File: src/rtl/can_errframe.sv
// rtl/can_errframe.sv - CAN error-frame sequencer and error-event encoder
module can_errframe #(
  parameter int FLAG_LEN  = 6,
  parameter int DELIM_LEN = 8
) (
  input  logic       clk,
  input  logic       reset_n,
  input  logic       clock,
  input  logic       rx,
  input  logic       tx_active,
  input  logic       err_req,
  input  logic [2:0] err_kind,
  input  logic       error_state,
  input  logic       busoff,
  output logic       tx_bit,
  output logic       ef_busy,
  output logic       err,
  output logic [2:0] ko_error,
  output logic       ebf
);

  typedef enum logic [2:0] {S_IDLE, S_FLAG, S_SUPER, S_DELIM, S_BUSOFF} state_t;

  localparam logic [3:0] FLAG_LAST = 4'(FLAG_LEN - 1);
  localparam logic [3:0] FLAG_RUN  = 4'(FLAG_LEN);
  localparam logic [3:0] DELIM_END = 4'(DELIM_LEN - 2);

  state_t     state_q, state_d;
  logic [3:0] bitcnt_q, bitcnt_d;
  logic [3:0] domcnt_q, domcnt_d;
  logic       flag_act_q, flag_act_d;
  logic       tx_lat_q, tx_lat_d;
  logic       prev_rx_q, prev_rx_d;
  logic       tx_bit_q, tx_bit_d;
  logic       ef_busy_q, ef_busy_d;
  logic       err_q, err_d;
  logic [2:0] ko_q, ko_d;
  logic       ebf_q, ebf_d;
  logic [3:0] run;
  logic       entry;

  function automatic logic [3:0] sat_inc(input logic [3:0] v);
    return (v == 4'hF) ? v : v + 4'd1;
  endfunction

  function automatic logic [2:0] encode(input logic txa, input logic [2:0] kind);
    if (!txa) return 3'b001;
    return (kind == 3'b101) ? 3'b011 : 3'b100;
  endfunction

  always_comb begin
    state_d    = state_q;
    bitcnt_d   = bitcnt_q;
    domcnt_d   = domcnt_q;
    flag_act_d = flag_act_q;
    tx_lat_d   = tx_lat_q;
    prev_rx_d  = prev_rx_q;
    tx_bit_d   = tx_bit_q;
    ef_busy_d  = ef_busy_q;
    err_d      = err_q;
    ko_d       = ko_q;
    ebf_d      = ebf_q;
    run        = 4'd0;
    entry      = 1'b0;
    if (clock) begin
      ko_d  = 3'b000;
      ebf_d = 1'b0;
      if (busoff && state_q != S_BUSOFF) begin
        state_d = S_BUSOFF;
        entry   = 1'b1;
      end else begin
        case (state_q)
          S_IDLE: begin
            if (err_req) begin
              state_d    = S_FLAG;
              entry      = 1'b1;
              tx_lat_d   = tx_active;
              flag_act_d = error_state;
              ko_d       = encode(tx_active, err_kind);
            end
          end
          S_FLAG: begin
            if (flag_act_q) begin
              if (bitcnt_q == FLAG_LAST) begin
                state_d = S_SUPER;
                entry   = 1'b1;
              end else begin
                bitcnt_d = sat_inc(bitcnt_q);
              end
            end else begin
              // Passive flag: length of the current run of identical rx samples
              run       = (bitcnt_q != 4'd0 && rx == prev_rx_q) ? sat_inc(bitcnt_q) : 4'd1;
              prev_rx_d = rx;
              if (run == FLAG_RUN) begin
                state_d = S_SUPER;
                entry   = 1'b1;
              end else begin
                bitcnt_d = run;
              end
            end
          end
          S_SUPER: begin
            if (rx) begin
              state_d = S_DELIM;
              entry   = 1'b1;
            end else begin
              domcnt_d = sat_inc(domcnt_q);
              if (domcnt_q == 4'd0 && !tx_lat_q) ko_d = 3'b010;
              // domcnt saturates, so bitcnt paces the repeats every 8 bits after 14
              if (domcnt_q == 4'd13) begin
                ko_d     = tx_lat_q ? 3'b100 : 3'b010;
                bitcnt_d = 4'd0;
              end else if (domcnt_q >= 4'd14) begin
                if (bitcnt_q == 4'd7) begin
                  ko_d     = tx_lat_q ? 3'b100 : 3'b010;
                  bitcnt_d = 4'd0;
                end else begin
                  bitcnt_d = sat_inc(bitcnt_q);
                end
              end
            end
          end
          S_DELIM: begin
            if (!rx) begin
              state_d    = S_FLAG;
              entry      = 1'b1;
              tx_lat_d   = tx_active;
              flag_act_d = error_state;
              ko_d       = encode(tx_active, 3'b011);
            end else if (bitcnt_q == DELIM_END) begin
              state_d = S_IDLE;
              entry   = 1'b1;
            end else begin
              bitcnt_d = sat_inc(bitcnt_q);
            end
          end
          S_BUSOFF: begin
            if (!busoff) begin
              state_d = S_IDLE;
              entry   = 1'b1;
            end else if (rx) begin
              if (bitcnt_q == 4'd10) begin
                ebf_d    = 1'b1;
                bitcnt_d = 4'd0;
              end else begin
                bitcnt_d = sat_inc(bitcnt_q);
              end
            end else begin
              bitcnt_d = 4'd0;
            end
          end
          default: begin
            state_d = S_IDLE;
            entry   = 1'b1;
          end
        endcase
      end
      if (entry) begin
        bitcnt_d = 4'd0;
        domcnt_d = 4'd0;
      end
      err_d     = (ko_d != 3'b000);
      tx_bit_d  = (state_d == S_FLAG) ? ~flag_act_d : 1'b1;
      ef_busy_d = (state_d != S_IDLE);
    end
  end

  always_ff @(posedge clk or negedge reset_n) begin
    if (!reset_n) begin
      state_q    <= S_IDLE;
      bitcnt_q   <= 4'd0;
      domcnt_q   <= 4'd0;
      flag_act_q <= 1'b0;
      tx_lat_q   <= 1'b0;
      prev_rx_q  <= 1'b1;
      tx_bit_q   <= 1'b1;
      ef_busy_q  <= 1'b0;
      err_q      <= 1'b0;
      ko_q       <= 3'b000;
      ebf_q      <= 1'b0;
    end else begin
      state_q    <= state_d;
      bitcnt_q   <= bitcnt_d;
      domcnt_q   <= domcnt_d;
      flag_act_q <= flag_act_d;
      tx_lat_q   <= tx_lat_d;
      prev_rx_q  <= prev_rx_d;
      tx_bit_q   <= tx_bit_d;
      ef_busy_q  <= ef_busy_d;
      err_q      <= err_d;
      ko_q       <= ko_d;
      ebf_q      <= ebf_d;
    end
  end

  assign tx_bit   = tx_bit_q;
  assign ef_busy  = ef_busy_q;
  assign err      = err_q;
  assign ko_error = ko_q;
  assign ebf      = ebf_q;

endmodule
File: config.mk
export PLATFORM = sky130hd
export DESIGN_NAME = can_errframe
export DESIGN_NICKNAME = d
export VERILOG_FILES = /design/src/rtl/can_errframe.sv
export SDC_FILE = /design/constraint.sdc
export NUM_CORES = 1
export LEC_CHECK = 0
export CORE_ASPECT_RATIO = 0.5
export CORE_MARGIN = 5
export CORE_UTILIZATION = 49
export DETAILED_ROUTE_END_ITERATION = 10
export PLACE_DENSITY = 0.73
export SLEW_MARGIN = 20
export SYNTH_ARGS = -nofsm -noshare
export SYNTH_HDL_FRONTEND = slang
export SYNTH_SLANG_ARGS = --single-unit
File: constraint.sdc
create_clock -name clk -period 6 [get_ports clk]
set_input_delay 0.6 -clock clk [delete_from_list [all_inputs] [get_ports clk]]
set_output_delay 0.6 -clock clk [all_outputs]
set_load 0.02 [all_outputs]
==> Word-level counts from Yosys, hierarchy flattened <==
Cells that the tools add are included.
W data, S select, Z words.
{ "classes": {"magnitude_cmp": 1, "eq_ne": 28, "muxes": 82, "bitwise_logic": 3, "reduce_logical": 16, "addsub": 2} }
{ "ops": {"columns": ["op", "n"], "rows": [
  ["$mux W4", 21],
  ["$mux W3", 23],
  ["$mux W1", 31],
  ["$eq A4 B3 Y1 const B", 4],
  ["$eq A4 B4 Y1 const B", 4],
  ["$pmux W4 S4", 1],
  ["$ne A3 B3 Y1 const B", 5],
  ["$pmux W3 S5", 1],
  ["$ne A4 B4 Y1 const B", 3],
  ["$reduce_and A10 Y1", 1],
  ["$reduce_and A5 Y1", 2],
  ["$pmux W3 S3", 1],
  ["$add A4 B1 Y4 const B", 2],
  ["$eq A3 B1 Y1 const B", 2],
  ["$eq A3 B2 Y1 const B", 2],
  ["$eq A3 B3 Y1 const B", 2],
  ["$ne A2 B1 Y1 const B", 3],
  ["$reduce_bool A3 Y1", 2],
  ["$pmux W1 S5", 1],
  ["$reduce_bool A5 Y1", 1],
  ["$ge A4 B4 Y1 const B", 1],
  ["$logic_not A4 Y1", 1],
  ["$ne A2 B2 Y1 const B", 2],
  ["$pmux W1 S2", 2],
  ["9 further kinds", 14]
]} }
{ "word_totals": {"wordCells": 143, "reg_bits": 21} }

==> Logic depth before layout (Yosys ltp) <==
{ "logic_depth": {"depth_word": 11, "depth_mapped": 8, "mapped_depth_nobuf": 8} }

==> Worst setup path after synthesis <==
No wires, ideal clock.
{ "synth_path": {"kind": "in2reg", "from": "input rx", "to": "register domcnt_q[3]", "arrival_ns": 1.970, "path_stages": 6, "slack_ns": 3.951, "setup_time_ns": 0.079, "path_cell_list": "clkbuf_2 > or3_4 > a31oi_2 > nand4_1 > or4_1 > mux2i_1"} }
{ "synth_between": {"elab_chain_len": 11, "elab_cells_between_ends": 17} }
{ "synth_lines": {"columns": ["element", "line", "text"], "rows": [
  ["from (decl)", "9", "input logic rx,"],
  ["$eq A1 B1 Y1", "92", "run = (bitcnt_q != 4'd0 && rx == prev_rx_q) ? sat_inc(bitcnt_q) : 4'd1;"],
  ["$logic_and A1 B1 Y1", "92", null],
  ["$mux W4", "92", null],
  ["$eq A4 B3 Y1", "94", "if (run == FLAG_RUN) begin"],
  ["$mux W1", "94", null],
  ["$mux W1", "83", "if (flag_act_q) begin"],
  ["$pmux W1 S5", "72", "case (state_q)"],
  ["$mux W1", "68", "if (busoff && state_q != S_BUSOFF) begin"],
  ["$mux W1", "65", "if (clock) begin"],
  ["$ne A2 B1 Y1 (no line) / $reduce_bool A2 Y1 (equally long branches)", null, null],
  ["$reduce_and A5 Y1 (no line)", null, null],
  ["to (signal assigned)", "184", "domcnt_q <= domcnt_d;"],
  ["to (decl)", "30", "logic [3:0] domcnt_q, domcnt_d;"]
]} }
Parallel ways exist; a longest one is shown, timed or not. The select of a mux whose other input is x is not followed.
A chain may end at the register's enable or synchronous reset.

==> Worst setup path after layout <==
{ "layout_path": {"from": "input rx", "to": "register ef_busy_q (netlist: ef_busy)"} }
{ "layout_between": {"elab_chain_len": 10, "elab_cells_between_ends": 12} }
{ "layout_lines": {"columns": ["element", "line", "text"], "rows": [
  ["$eq A1 B1 Y1", "92", null],
  ["$logic_and A1 B1 Y1", "92", null],
  ["$mux W4", "92", null],
  ["$eq A4 B3 Y1", "94", null],
  ["$mux W3", "94", null],
  ["$mux W3", "83", null],
  ["$pmux W3 S5 (*)", "72", null],
  ["$mux W3 (*)", "68", null],
  ["$mux W3 (*)", "65", null],
  ["$reduce_bool A3 Y1 (*)", "164", "ef_busy_d = (state_d != S_IDLE);"],
  ["to (signal assigned)", "189", "ef_busy_q <= ef_busy_d;"],
  ["to (decl)", "35", "logic ef_busy_q, ef_busy_d;"]
]} }
Mark *: on every way between the ends. The rest lies on a longest branch, timed or not. The select of a mux whose other input is x is not followed.

==> results summary <==
At the end of routability-driven placement, the weighted congestion stood at about 0.83. The count of final max-slew check failures is 0. The leading area contributor after synthesis is sky130_fd_sc_hd__dfrtp_1. The number of setup violations in the final report is 0.

In this run the critical register-to-register path is launched from bitcnt_q[0]. After detailed placement, the total cell area comes to about 1800 sq um. The combined global-route utilization of all metal layers is 0.164. Synthesis handed over a netlist of 180 instances. The initial standard-cell utilization of the core came out at 0.528. The worst register-to-register path ends at ef_busy.

The detailed router finished its first iteration with 78 violations. The filler cell count is 287. After clock tree synthesis, the repair step resized 0 gates. The remaining global-route overflow is 0. The number of global-route vias before repair came out at 1315. TritonCTS built the clock tree. The endpoint arrival time on the critical path came out at roughly 2.6 ns. The number of max-cap violations came out at 0. The clock tree buffer depth came out at 2. The number of antenna violations at the first check in global routing is 0. The transition time at the pin with the least slew margin came out at roughly 0.63 ns. The prevailing post-synth register cell is sky130_fd_sc_hd__dfrtp_1.

The cell at the root of the clock tree is sky130_fd_sc_hd__clkbuf_8. The overall power after layout is ~0.36 mW. The standard cell core area is 3120 sq um. The DRC violation count after routing came out at 0.

Leaving out fill and tap cells, the most frequent cell in the layout is sky130_fd_sc_hd__dfrtp_1. The path category of the worst min-delay check is primary input to async pin. The share of final-layout standard cells stronger than drive strength 1 came out at 0.131. The total number of vias is approximately 1400. The x dimension of the die is slightly above 90 um. The number of different library cells in the post-synthesis netlist came out at 62. The net count of the finished layout is ~210. The number of enable flip-flop cells after synthesis is 0. The async set-or-reset flop fraction in the synthesized netlist is 1.00. The nature of the critical path endpoint is a flop. The post-route fraction of the period consumed by the critical path came out at 0.411. The peak fanout along the critical path came out at 11. The critical path in this run is classified as primary input to flop. The count of yosys warnings during synthesis came out at 0. The final count of hold timing violations came out at 0. Of the post-synthesis cell area, the dominant cell type holds 0.289.

The timing-limited maximum frequency is just over 0.4 GHz. The final design instance area without fill came out at around 1800 sq um. Ranked by total cell area, the synthesized netlist is headed by sky130_fd_sc_hd__dfrtp_1, sky130_fd_sc_hd__ha_1, sky130_fd_sc_hd__o21ai_0. The area growth from synthesis to layout is 12.0%. The clock arrives with between 0.003 and 0.004 ns of skew. The vertical die dimension came out at 51.0 um. The count of buffering cells on the critical path with inverters included came out at 1.

Port buffering added 17 buffers. In the layout the commonest cells are sky130_fd_sc_hd__dfrtp_1, sky130_fd_sc_hd__clkdlybuf4s50_1, sky130_fd_sc_hd__o21ai_0. The maximum number of pins on one net before global-route repair is 22. VDD sags by at most approximately 150 uV. The minimum clock period is approximately 2.5 ns. The first detailed-routing pass took 4 iterations. The signal on the critical path passes through clkdlybuf4s50_1 > xor2_1 > a211oi_1 > a21boi_0 > a21oi_1 > nor3_1 > o32a_1. The detailed-route wire length came out at 3650 um.

The clock reaches the later pin of the worst-skew pair after 0.26 ns. The netlist area before placement came out at 1650 sq um. The count of nets left with antenna violations once routing finished came out at 0. The cell with the biggest individual delay on the critical path is sky130_fd_sc_hd__clkdlybuf4s50_1. Setup total negative slack on the finished layout was measured at 0 ns. The worst setup path is launched from a primary input. In this run the number of H-tree levels came out at 1.

The worst slack at placement is around 3.3 ns. The mean instance size in the synthesized netlist came out at between 9 and 10 sq um. The largest single stage delay on the critical path is slightly below 0.6 ns. The power per cell area is ~200 nW/um^2. For this design, the CTS-stage hold fixing added 0 buffers. The number of buffers added for setup after CTS is 0. The detail-routed net length per standard cell came out at approximately 16 um. The number of cells traversed by the worst register-to-register path is 7. The post-synth net total is between 150 and 200. The number of antenna diodes in the final layout is 0. The setup slack of the critical path after layout came out at ~3.5 ns. The share of the Yosys chip area taken by registers is 0.321. The per-cell via count in the routed design came out at between 6 and 7.

Setup repair after global routing left no endpoint under its margin. The clock transition time at the flip-flop clock pins of the worst setup and hold paths came out at 0.08 ns. Counting the buffers created by CTS gives 3. The relative max-transition margin came out at 0.577. The flow ran to the end, and the final reports show no timing, DRC or antenna violations. In this run the static leakage power is around 0.73 nW. The top-level port count is 18. The CTS sink count came out at 21.

The data required time at the worst endpoint came out at around 6.2 ns. The register-to-register path setup slack came out at around 3.7 ns. Counting flops and latches in the post-synthesis netlist gives 21. The first-pass GRT wire length is just over 6000 um. The die outline area came out at around 4700 sq um. The HPWL after detailed placement is between 2000 and 3000 um. The final worst hold slack came out at around 0.29 ns. Broken down by cell family, the worst path's largest delay share belongs to compound AO/OA/AOI/OAI gates. In this run the core area contains 14 standard-cell rows.
-- where the power goes --
part	switching, mW	internal [mW]
Combinational	0.0489	0.0445
Clock	0.0470	0.0474
Sequential	0.0203	0.156
-- stage by stage --
stage,std cells,util
3_5_place_dp,227,0.578
6_report,231,0.591
4_1_cts,231,0.593
3_3_place_gp,227,0.578
5_1_grt,231,0.591
2_1_floorplan,180,-
-- cell usage after synthesis, drive strengths merged (2+ instances only) --
master   instances
mux2             6
clkbuf           3
ha               8
nor2b            2
and3b            3
a31oi            4
nand2b           6
or3b             2
nor2            12
and2b            2
a21o             4
a21oi            9
nand4b           2
nand3b           3
inv             11
a22o             2
dfrtp           19
nor3b            3
nand2           12
nor3             7
buf              7
a41oi            2
and3             3
o31ai            3
nor4             4
dfstp            2
o2bb2ai          2
o21ai           15
a21boi           2
-- worst reg2reg max path: cells and delay by family (launching register included) --
| family | cells | cell delay, ns |
|---|---|---|
| AOI/OAI and AO/OA | 4 | 1.14 |
| adders and majority gates | 1 | 0.29 |
| DFF | 1 | 0.47 |
| and+or+nand+nor | 2 | 0.34 |
-- cells by family after synthesis --
group,count (synthesis),share of synthesized area
multiplexers,7,0.0471
XOR/XNOR,2,0.0106
flip-flops,21,0.321
adder cells (fa/ha/maj),8,0.0608
AO/OA/AOI/OAI,54,0.233
buffers and inverters,21,0.0631
AND/OR/NAND/NOR,67,0.265
-- sequential cells by signal, summed over array words and instances (netlist names) --
name / flops
bitcnt_q: 4
domcnt_q: 4
ebf: 1
ef_busy: 1
err: 1
flag_act_q: 1
ko_error: 3
prev_rx_q: 1
state_q: 3
tx_bit: 1
tx_lat_q: 1
-- per-layer routing --
metal	track usage	wire, um
met4	0.0542	44
met2	0.238	1490
met3	0.0381	200
met5	0	0
met1	0.239	1920
-- how the worst max path moves through the flow --
stage | startpoint | endpoint | slack (ns) | cells after the start
detailed placement | rx | ef_busy | 3.30 | 7
CTS | rx | ef_busy | 3.56 | 7
global placement | rx | ef_busy | 3.34 | 7
finish | rx | ef_busy | 3.53 | 7
global route | rx | ef_busy | 3.40 | 7
floorplan | rx | domcnt_q[3] | 3.95 | 6
-- cell type report --
cell class	instances	area, sq um	share of cell area
inverter	11	41.3	0.0224
multi-input combinational	138	1010	0.550
timing repair buffer	17	165	0.0896
clock buffer	4	45.0	0.0244
tap	40	50.0	0.0272
sequential	21	528	0.286
Note: power is estimated with default switching activity, not from simulation.
